[src/rtl/sia_pkg.sv]
// Shared encodings and constants for the sia transmit arbiter.
// Imported by the framer and the arbiter.
package sia_pkg;

  typedef enum logic [1:0] {
    PAR_NONE  = 2'b00,
    PAR_EVEN  = 2'b01,
    PAR_ODD   = 2'b10,
    PAR_NONE3 = 2'b11
  } parity_e;

  typedef enum logic [1:0] {
    ST_IDLE   = 2'b00,
    ST_ISSUE  = 2'b01,
    ST_SETTLE = 2'b10
  } state_e;

  localparam int unsigned FRAME_MIN_BITS = 10;

  function automatic logic parity_on(input logic [1:0] mode);
    return (mode == PAR_EVEN) || (mode == PAR_ODD);
  endfunction

endpackage

[src/rtl/sia_framer.sv]
// Combinational UART-style frame builder: start, data LSB first,
// optional parity, stop bits, idle-high padding.
module sia_framer
  import sia_pkg::*;
#(
  parameter int unsigned W = 12
) (
  input  logic [7:0]   data,
  input  logic [1:0]   par_mode,
  input  logic         stop2,
  output logic [W-1:0] frame,
  output logic [4:0]   bits
);

  logic pe;

  always_comb begin
    pe       = parity_on(par_mode);
    frame    = '1;
    frame[0] = 1'b0;
    frame[8:1] = data;
    if (pe) begin
      frame[9] = (^data) ^ (par_mode == PAR_ODD);
    end
    bits = 5'(FRAME_MIN_BITS) + {4'b0, pe} + {4'b0, stop2};
  end

endmodule

[src/rtl/sia_txarb.sv]
// Round-robin byte arbiter with sticky lock feeding a transmit queue.
// Three-state grant/issue/settle cycle, one frame per three clocks.
module sia_txarb
  import sia_pkg::*;
#(
  parameter int unsigned REQUESTERS      = 4,
  parameter int unsigned SHIFT_REG_WIDTH = 12
) (
  input  logic                         clk_i,
  input  logic                         reset_ni,
  input  logic [8*REQUESTERS-1:0]      req_dat_i,
  input  logic [REQUESTERS-1:0]        req_valid_i,
  input  logic [REQUESTERS-1:0]        req_lock_i,
  output logic [REQUESTERS-1:0]        req_ack_o,
  input  logic [1:0]                   cfg_parity_i,
  input  logic                         cfg_stop2_i,
  output logic [SHIFT_REG_WIDTH-1:0]   txq_dat_o,
  output logic                         txq_we_o,
  input  logic                         txq_not_full_i,
  input  logic                         txq_empty_i,
  input  logic                         txq_idle_i,
  output logic [4:0]                   bits_o,
  output logic                         busy_o
);

  localparam int unsigned IW = $clog2(REQUESTERS);

  state_e state_q, state_d;
  logic [IW-1:0] ptr_q, gnt_q, lock_idx_q, gsel;
  logic          lock_q, lock_hold, found, grant_en, cfg_ld;
  logic [1:0]    par_q, par_d;
  logic          stop2_q, stop2_d;
  logic [7:0]    gdat;
  logic [4:0]    bits_q, fr_bits;
  logic [SHIFT_REG_WIDTH-1:0] frame_q, fr_frame;
  int            idx;

  // A held lock masks everyone else, even when its owner is idle
  always_comb begin
    lock_hold = lock_q && req_lock_i[lock_idx_q];
    found = 1'b0;
    gsel  = '0;
    idx   = 0;
    if (lock_hold) begin
      found = req_valid_i[lock_idx_q];
      gsel  = lock_idx_q;
    end else begin
      for (int k = 0; k < int'(REQUESTERS); k++) begin
        idx = (int'(ptr_q) + k) % int'(REQUESTERS);
        if (!found && req_valid_i[idx]) begin
          found = 1'b1;
          gsel  = IW'(idx);
        end
      end
    end
  end

  always_comb begin
    gdat = '0;
    for (int k = 0; k < int'(REQUESTERS); k++) begin
      if (gsel == IW'(k)) gdat = req_dat_i[8*k +: 8];
    end
  end

  assign cfg_ld  = (state_q == ST_IDLE) && txq_empty_i && txq_idle_i;
  assign par_d   = cfg_ld ? cfg_parity_i : par_q;
  assign stop2_d = cfg_ld ? cfg_stop2_i : stop2_q;

  sia_framer #(.W(SHIFT_REG_WIDTH)) u_framer (
    .data     (gdat),
    .par_mode (par_d),
    .stop2    (stop2_d),
    .frame    (fr_frame),
    .bits     (fr_bits)
  );

  always_comb begin
    state_d  = state_q;
    grant_en = 1'b0;
    unique case (state_q)
      ST_IDLE: begin
        if (txq_not_full_i && found) begin
          state_d  = ST_ISSUE;
          grant_en = 1'b1;
        end
      end
      ST_ISSUE:  state_d = ST_SETTLE;
      ST_SETTLE: state_d = ST_IDLE;
      default:   state_d = ST_IDLE;
    endcase
  end

  always_ff @(posedge clk_i or negedge reset_ni) begin
    if (!reset_ni) begin
      state_q    <= ST_IDLE;
      ptr_q      <= '0;
      gnt_q      <= '0;
      lock_q     <= 1'b0;
      lock_idx_q <= '0;
      frame_q    <= '1;
      par_q      <= PAR_NONE;
      stop2_q    <= 1'b0;
      bits_q     <= 5'(FRAME_MIN_BITS);
    end else begin
      state_q <= state_d;
      par_q   <= par_d;
      stop2_q <= stop2_d;
      bits_q  <= fr_bits;
      if (grant_en) begin
        gnt_q   <= gsel;
        frame_q <= fr_frame;
        ptr_q   <= (gsel == IW'(REQUESTERS - 1)) ? '0 : gsel + 1'b1;
      end
      if (state_q == ST_IDLE && lock_q && !req_lock_i[lock_idx_q]) begin
        lock_q <= 1'b0;
      end
      if (state_q == ST_ISSUE && req_lock_i[gnt_q]) begin
        lock_q     <= 1'b1;
        lock_idx_q <= gnt_q;
      end
    end
  end

  always_comb begin
    req_ack_o = '0;
    for (int k = 0; k < int'(REQUESTERS); k++) begin
      req_ack_o[k] = (state_q == ST_ISSUE) && (gnt_q == IW'(k));
    end
  end

  assign txq_we_o  = (state_q == ST_ISSUE);
  assign busy_o    = (state_q != ST_IDLE);
  assign txq_dat_o = frame_q;
  assign bits_o    = bits_q;

endmodule

[config.mk]
export PLATFORM = sky130hd
export DESIGN_NAME = sia_txarb
export DESIGN_NICKNAME = d
export VERILOG_FILES = /design/src/rtl/sia_pkg.sv /design/src/rtl/sia_framer.sv /design/src/rtl/sia_txarb.sv
export SDC_FILE = /design/constraint.sdc
export NUM_CORES = 1
export LEC_CHECK = 0
export BUFFER_PORTS_ARGS = -buffer_cell sky130_fd_sc_hd__buf_2
export CAP_MARGIN = 20
export CORE_ASPECT_RATIO = 2
export CORE_MARGIN = 3
export CORE_UTILIZATION = 42
export CTS_CLUSTER_DIAMETER = 150
export CTS_CLUSTER_SIZE = 25
export DETAILED_ROUTE_END_ITERATION = 7
export PLACE_DENSITY = 0.84
export SETUP_SLACK_MARGIN = 0.3
export SLEW_MARGIN = 25
export SYNTH_ARGS = -nofsm -noshare
export SYNTH_HDL_FRONTEND = slang
export SYNTH_SLANG_ARGS = --single-unit
[constraint.sdc]
create_clock -name clk_i -period 2.8 [get_ports clk_i]
set_input_delay 0.56 -clock clk_i [delete_from_list [all_inputs] [get_ports clk_i]]
set_output_delay 0.56 -clock clk_i [all_outputs]
set_load 0.02 [all_outputs]
==> results of run 1 <==
## final cells by class
cell class                 count  area [um2]  area share (%)
clock buffer                   4        45.0            1.80
inverter                      13        51.3            2.05
multi-input combinational    106        1020            40.9
sequential                    25         639            25.5
tap                           49        61.3            2.45
timing repair buffer         108         683            27.3
## power groups by stage
stage | sequential (mW) | clock, mW | combinational [mW]
after global placement | 0.668 | 0 | 2.03
after floorplan | 0.770 | 0 | 1.46
final | 0.678 | 0.214 | 2.91
after detailed placement | 0.678 | 0 | 2.11
after CTS | 0.672 | 0.212 | 2.36
after global routing | 0.703 | 0.231 | 3.08
## routing by layer
layer / vias up / track usage (%) / part of all wire, %
met3: 14 / 1.45 / 5.3
met1: 745 / 20.1 / 34
met2: 74 / 36.8 / 58
met4: 0 / 8.31 / 2.9
met5: - / 0 / 0
li1: 731 / - / -
## cell families (layout without fill, tap and decap cells)
group           Yosys count  count (layout)  share of synthesized area, %
mux                      16              16                          13.3
simple gates             35              35                          11.0
xor+xnor                  7               7                          5.67
buf+inv                  23             125                          7.88
fa+ha+maj                 6               6                          4.73
other cells               2               4                         0.473
compound gates           38              38                          16.7
flops                    25              25                          40.3
## timing repair
| action | 4_1_cts | 5_1_grt |
|---|---|---|
| endpoints found under the setup margin | 7 | 9 |
| buffers inserted | 9 | 12 |
| hold endpoints to repair | 0 | 0 |
| pin swaps | 1 | 5 |
| gates resized for setup | 15 | 29 |
## synth_stat cells
| cell | count |
|---|---|
| dfrtp_1 | 14 |
| inv_1 | 13 |
| nand2_1 | 13 |
| a21oi_1 | 12 |
| dfstp_2 | 11 |
| mux2_2 | 11 |
| o21ai_0 | 9 |
| nor2_1 | 8 |
| buf_4 | 6 |
| ha_1 | 6 |
| a22oi_1 | 4 |
| o22ai_1 | 4 |
| and3_1 | 3 |
| mux4_2 | 3 |
| nor2b_1 | 3 |
| xnor2_1 | 3 |
| a221o_1 | 2 |
| and2_1 | 2 |
| buf_6 | 2 |
| conb_1 | 2 |
| mux2i_1 | 2 |
| nand2b_1 | 2 |
| xnor2_2 | 2 |
| a21o_1 | 1 |
| a221o_2 | 1 |
| a221oi_1 | 1 |
| a22oi_2 | 1 |
| a22oi_4 | 1 |
| a2bb2oi_2 | 1 |
| buf_2 | 1 |
| clkbuf_1 | 1 |
| nor2b_4 | 1 |
| nor3_1 | 1 |
| nor3b_1 | 1 |
| nor4_1 | 1 |
| o2111ai_1 | 1 |
| xnor3_1 | 1 |
| xor2_1 | 1 |
## registers in the layout (all words and copies together) (netlist names)
name / flops
gnt_q: 2
lock_q: 1
txq_dat_o: 10
stop2_q: 1
ptr_q: 2
bits_o: 3
par_q: 2
lock_idx_q: 2
state_q: 2
## worst paths after layout
path / startpoint / end / slack (ps) / cells past startpoint
worst max-delay path: lock_idx_q[0] / txq_dat_o[9] / -340 / 13
worst min-delay path: reset_ni / bits_o[2] / 260 / 1
worst max register to register: lock_idx_q[0] / txq_dat_o[9] / -340 / 13
worst min register to register: state_q[1] / state_q[1] / 450 / 1
max in group asynchronous: reset_ni / txq_dat_o[4] / 2170 / 1
min in group clk_i: state_q[1] / state_q[1] / 450 / 1
## through the flow
stage                     std cells  hold WS (ps)
after global placement          280           439
final                           305           262
after floorplan                 154           264
after detailed placement        280           443
after CTS                       293           280
after global routing            305           297
==> impl_metrics.toml, run 1 <==
[sta]
rsz0062_at_grt = "true"
skew_ps = 1.35
tightest_slew_ps = 539
clock.fmax_ghz = 0.319
tns_ps = -538
slew_violations = 0
max-slew-margin-rel_pct = 64.1
fin_crit_sh_pct = 112
fin_crit_ps = 3140
finalSetupViolCount = 2
finalHoldViolations = 0
setup_ws_ps = -336

[final_layout]
postLayoutCoreUtil_pct = 68.7
final_common_cell = "buf_2"
fillers = 285
final_cell_mix = "buf_2, buf_4, dfrtp_1"
syn2layout_area_growth_pct = 57.7
drive_gt1_share_pct = 67.6
diodes = 0
nets = 311
final_area_mm2 = 0.00250

[global_routing]
grt_pass1_wl_um = 6830
grt_max_degree = 26
grt_pass1_vias = 1531
grt_usage_pct = 19.0
overflow = 0
antenna_found_initial = 0

[setup_path]
cpLargestDelayFamily = "multiplexers"
max_stage_delay_ps = 560
critPathSlowestCell = "mux4_2"
end_kind = "flip-flop"
critPathMaxFanout = 7
critPathLaunchType = "flip-flop"
critPathRequiredTime_ps = 3010
cp_num_buf_inv = 2
critPathKind = "flip-flop to flip-flop"
crit_chain = "mux4_2, nand2_4, mux2_4, inv_4, ha_4, nor2b_4, buf_6, a22oi_2, a21oi_2, xnor2_1, xnor2_2, xnor3_1, a2bb2oi_2"
crit_arrival_ps = 3350

[detailed_routing]
drc = 0
finalWirelength_um = 4880
dr.pass1.iters = 4
vias = 1564
antenna_left = 0
wl_per_cell_um = 16.0
drt-initial-drc-count = 26
routed_via_density = 5.13

[placed_design]
io_buffers = 66
place_ws_ps = -577
dpl_cell_area_mm2 = 0.00211
place_congestion = 0.845
hpwl_um = 3140

[status]
violations = "setup timing"
status = "finished, violations left"

[floorplanning]
die_h_um = 93.0
num_rows = 31
die_x_um = 49.5
start_util_pct = 43.5
coreArea_mm2 = 0.00365
die_area_mm2 = 0.00460
pin_count = 71

[clock_network]
cts_tree = "built"
clock_sinks = 25
ctsHoldBuffers = 0
clk_path_buf_depth = 2
htree_levels = 1
numCtsBuffers = 3
clock_latency_ps = 270
clkTransAtPathRegs_ps = 80
cts-root-buf = "clkbuf_8"

[pwr]
power_density_mw_per_mm2 = 1520
power_frac_comb_pct = 76.5
p_clk_share_pct = 5.6
ir_drop_mv = 1.34
finalPower_mw = 3.80
internal_power_mw = 2.26
power_frac_seq_pct = 17.8
p_switching_mw = 1.54
leakagePower_nw = 1.25
swShare_pct = 40.4

[synth]
synth.ff_latch_count = 25
syn_area_mm2 = 0.00159
avgSynthCellArea_um2 = 10.4
synth.area.top_cells = "dfrtp_1, dfstp_2, mux2_2"
synth_area_leader_cell = "dfrtp_1"
synth-seq-area-share_pct = 40.3
yosysTopAreaCellShare_pct = 22.1
yosys_warnings = 0
synth_cells = 152
synth.distinct_cells = 38

[flow_run]
max-cap-violations = 0

[min_path]
hold_class = "primary input to async pin"
No activity file was read; power rests on OpenSTA's default activity.
==> inputs of run 2 (changes only) <==
--- a/config.mk
+++ b/config.mk
@@ -16,3 +16,2 @@
 export PLACE_DENSITY = 0.84
-export SETUP_SLACK_MARGIN = 0.3
 export SLEW_MARGIN = 25
==> constraint.sdc (replaced) <==
create_clock -name clk_i -period 2.8 [get_ports clk_i]
set_input_delay 0.28 -clock clk_i [delete_from_list [all_inputs] [get_ports clk_i]]
set_output_delay 0.28 -clock clk_i [all_outputs]
set_load 0.02 [all_outputs]
==> impl_metrics.toml, run 2 (synthesis gave the netlist of run 1 again) <==
[status]
status = "finished, violations left"
violations = "hold timing, setup timing"

[global_routing]
grt_pass1_wl_um = 6290
grt_usage_pct = 17.3
grt_max_degree = 26
grt_pass1_vias = 1472
overflow = 0
antenna_found_initial = 0

[floorplanning]
start_util_pct = 43.5
die_h_um = 93.0
pin_count = 71
coreArea_mm2 = 0.00365
num_rows = 31
die_area_mm2 = 0.00460
die_x_um = 49.5

[setup_path]
max_stage_delay_ps = 550
end_kind = "flip-flop"
critPathKind = "flip-flop to flip-flop"
crit_chain = "mux4_2, nand2_4, mux2_4, ha_1, nand2b_2, o22ai_1, a21oi_1, xnor2_1, xnor2_2, xnor3_1, a2bb2oi_2"
crit_arrival_ps = 3290
critPathMaxFanout = 5
critPathSlowestCell = "mux4_2"
critPathLaunchType = "flip-flop"
critPathRequiredTime_ps = 3000

[detailed_routing]
finalWirelength_um = 3680
drc = 0
dr.pass1.iters = 4
routed_via_density = 4.97
vias = 1387
drt-initial-drc-count = 12
wl_per_cell_um = 13.2
antenna_left = 0

[pwr]
ir_drop_mv = 1.11
power_density_mw_per_mm2 = 1400
leakagePower_nw = 1.08

[final_layout]
final_common_cell = "buf_2"
nets = 285
syn2layout_area_growth_pct = 33.3
drive_gt1_share_pct = 55.2
diodes = 0
largest_reg_flops = 10
final_cell_mix = "buf_2, buf_4, dfrtp_1"
postLayoutCoreUtil_pct = 58.1

[sta]
fin_worst_hold_slack_ps = -16.7
tns_ps = -285
finalSetupViolCount = 1
tightest_slew_ps = 514
finalHoldViolations = 14
fin_crit_sh_pct = 110
rsz0062_at_grt = "true"
fin_crit_ps = 3080
skew_ps = 2.20
setup_ws_ps = -285
clock.fmax_ghz = 0.324
max-slew-margin-rel_pct = 65.7
slew_violations = 0

[clock_network]
post_cts_buffers = 0
clock_latency_ps = 260
htree_levels = 1
cts-root-buf = "clkbuf_8"
clkTransAtPathRegs_ps = 80
cts_tree = "built"
clock_sinks = 25
numCtsBuffers = 3
ctsHoldBuffers = 0
clk_path_buf_depth = 2

[min_path]
hold_class = "primary input to async pin"

[placed_design]
hpwl_um = 3050
io_buffers = 66
place_congestion = 0.865

[flow_run]
max-cap-violations = 0
==> run 2: what timing repair did <==
| item | 4_1_cts | 5_1_grt |
|---|---|---|
| gates resized for setup | 8 | 3 |
| endpoints found under the setup margin | 1 | 1 |
| pin swaps | 2 | 1 |
==> run 2: worst paths after layout <==
check	start	cells past startpoint	endpoint	slack (ps)
worst max-delay path	lock_idx_q[0]	11	txq_dat_o[9]	-280
worst min-delay path	reset_ni	1	state_q[1]	-20
worst max register to register	lock_idx_q[0]	11	txq_dat_o[9]	-280
worst min register to register	state_q[1]	1	state_q[1]	450
max in group asynchronous	reset_ni	1	txq_dat_o[3]	2460
min in group clk_i	cfg_parity_i[1]	2	par_q[1]	280
==> run 2: worst max-delay path, delay by kind of cell (launching register included) <==
family	cells	cell delay, ps
xor gates and xnor gates	3	770
DFF	1	380
and+or+nand+nor	2	360
adders and majority gates	1	250
muxes	2	870
AOI/OAI and AO/OA	3	380
==> run 2: layout make-up <==
type                    count  area [um2]
repair buffers             82         450
inverters                  13        48.8
fillers                   343        1530
multi-input cells         106         872
clock buffers               4        45.0
well taps                  49        61.3
flip-flops and latches     25         639
==> run 2: layer usage <==
metal  wire [um]  global-route usage [%]  vias to the layer above
li1            -                       -                      680
met1        1300                    17.9                      659
met2        2180                    34.4                       44
met3         156                    1.61                        4
met4          45                    6.24                        0
met5           0                       0                        -
==> run 2: report_power, final <==
group	switching [mW]	total [mW]	internal, mW
combinational	0.999	2.09	1.09
sequential	0.0906	0.663	0.573
clock	0.103	0.205	0.101
==> run 2: stage by stage <==
stage	power [mW]	std cells	instance area, um2	setup slack [ps]	hold WS, ps
after global routing	3.19	279	2120	-474	13.8
final	2.96	279	2120	-285	-16.7
after global placement	2.61	275	2030	-265	282
after detailed placement	2.70	275	2030	-409	285
after CTS	2.97	279	2110	-293	0.290
after floorplan	2.18	154	1600	-314	-15.6
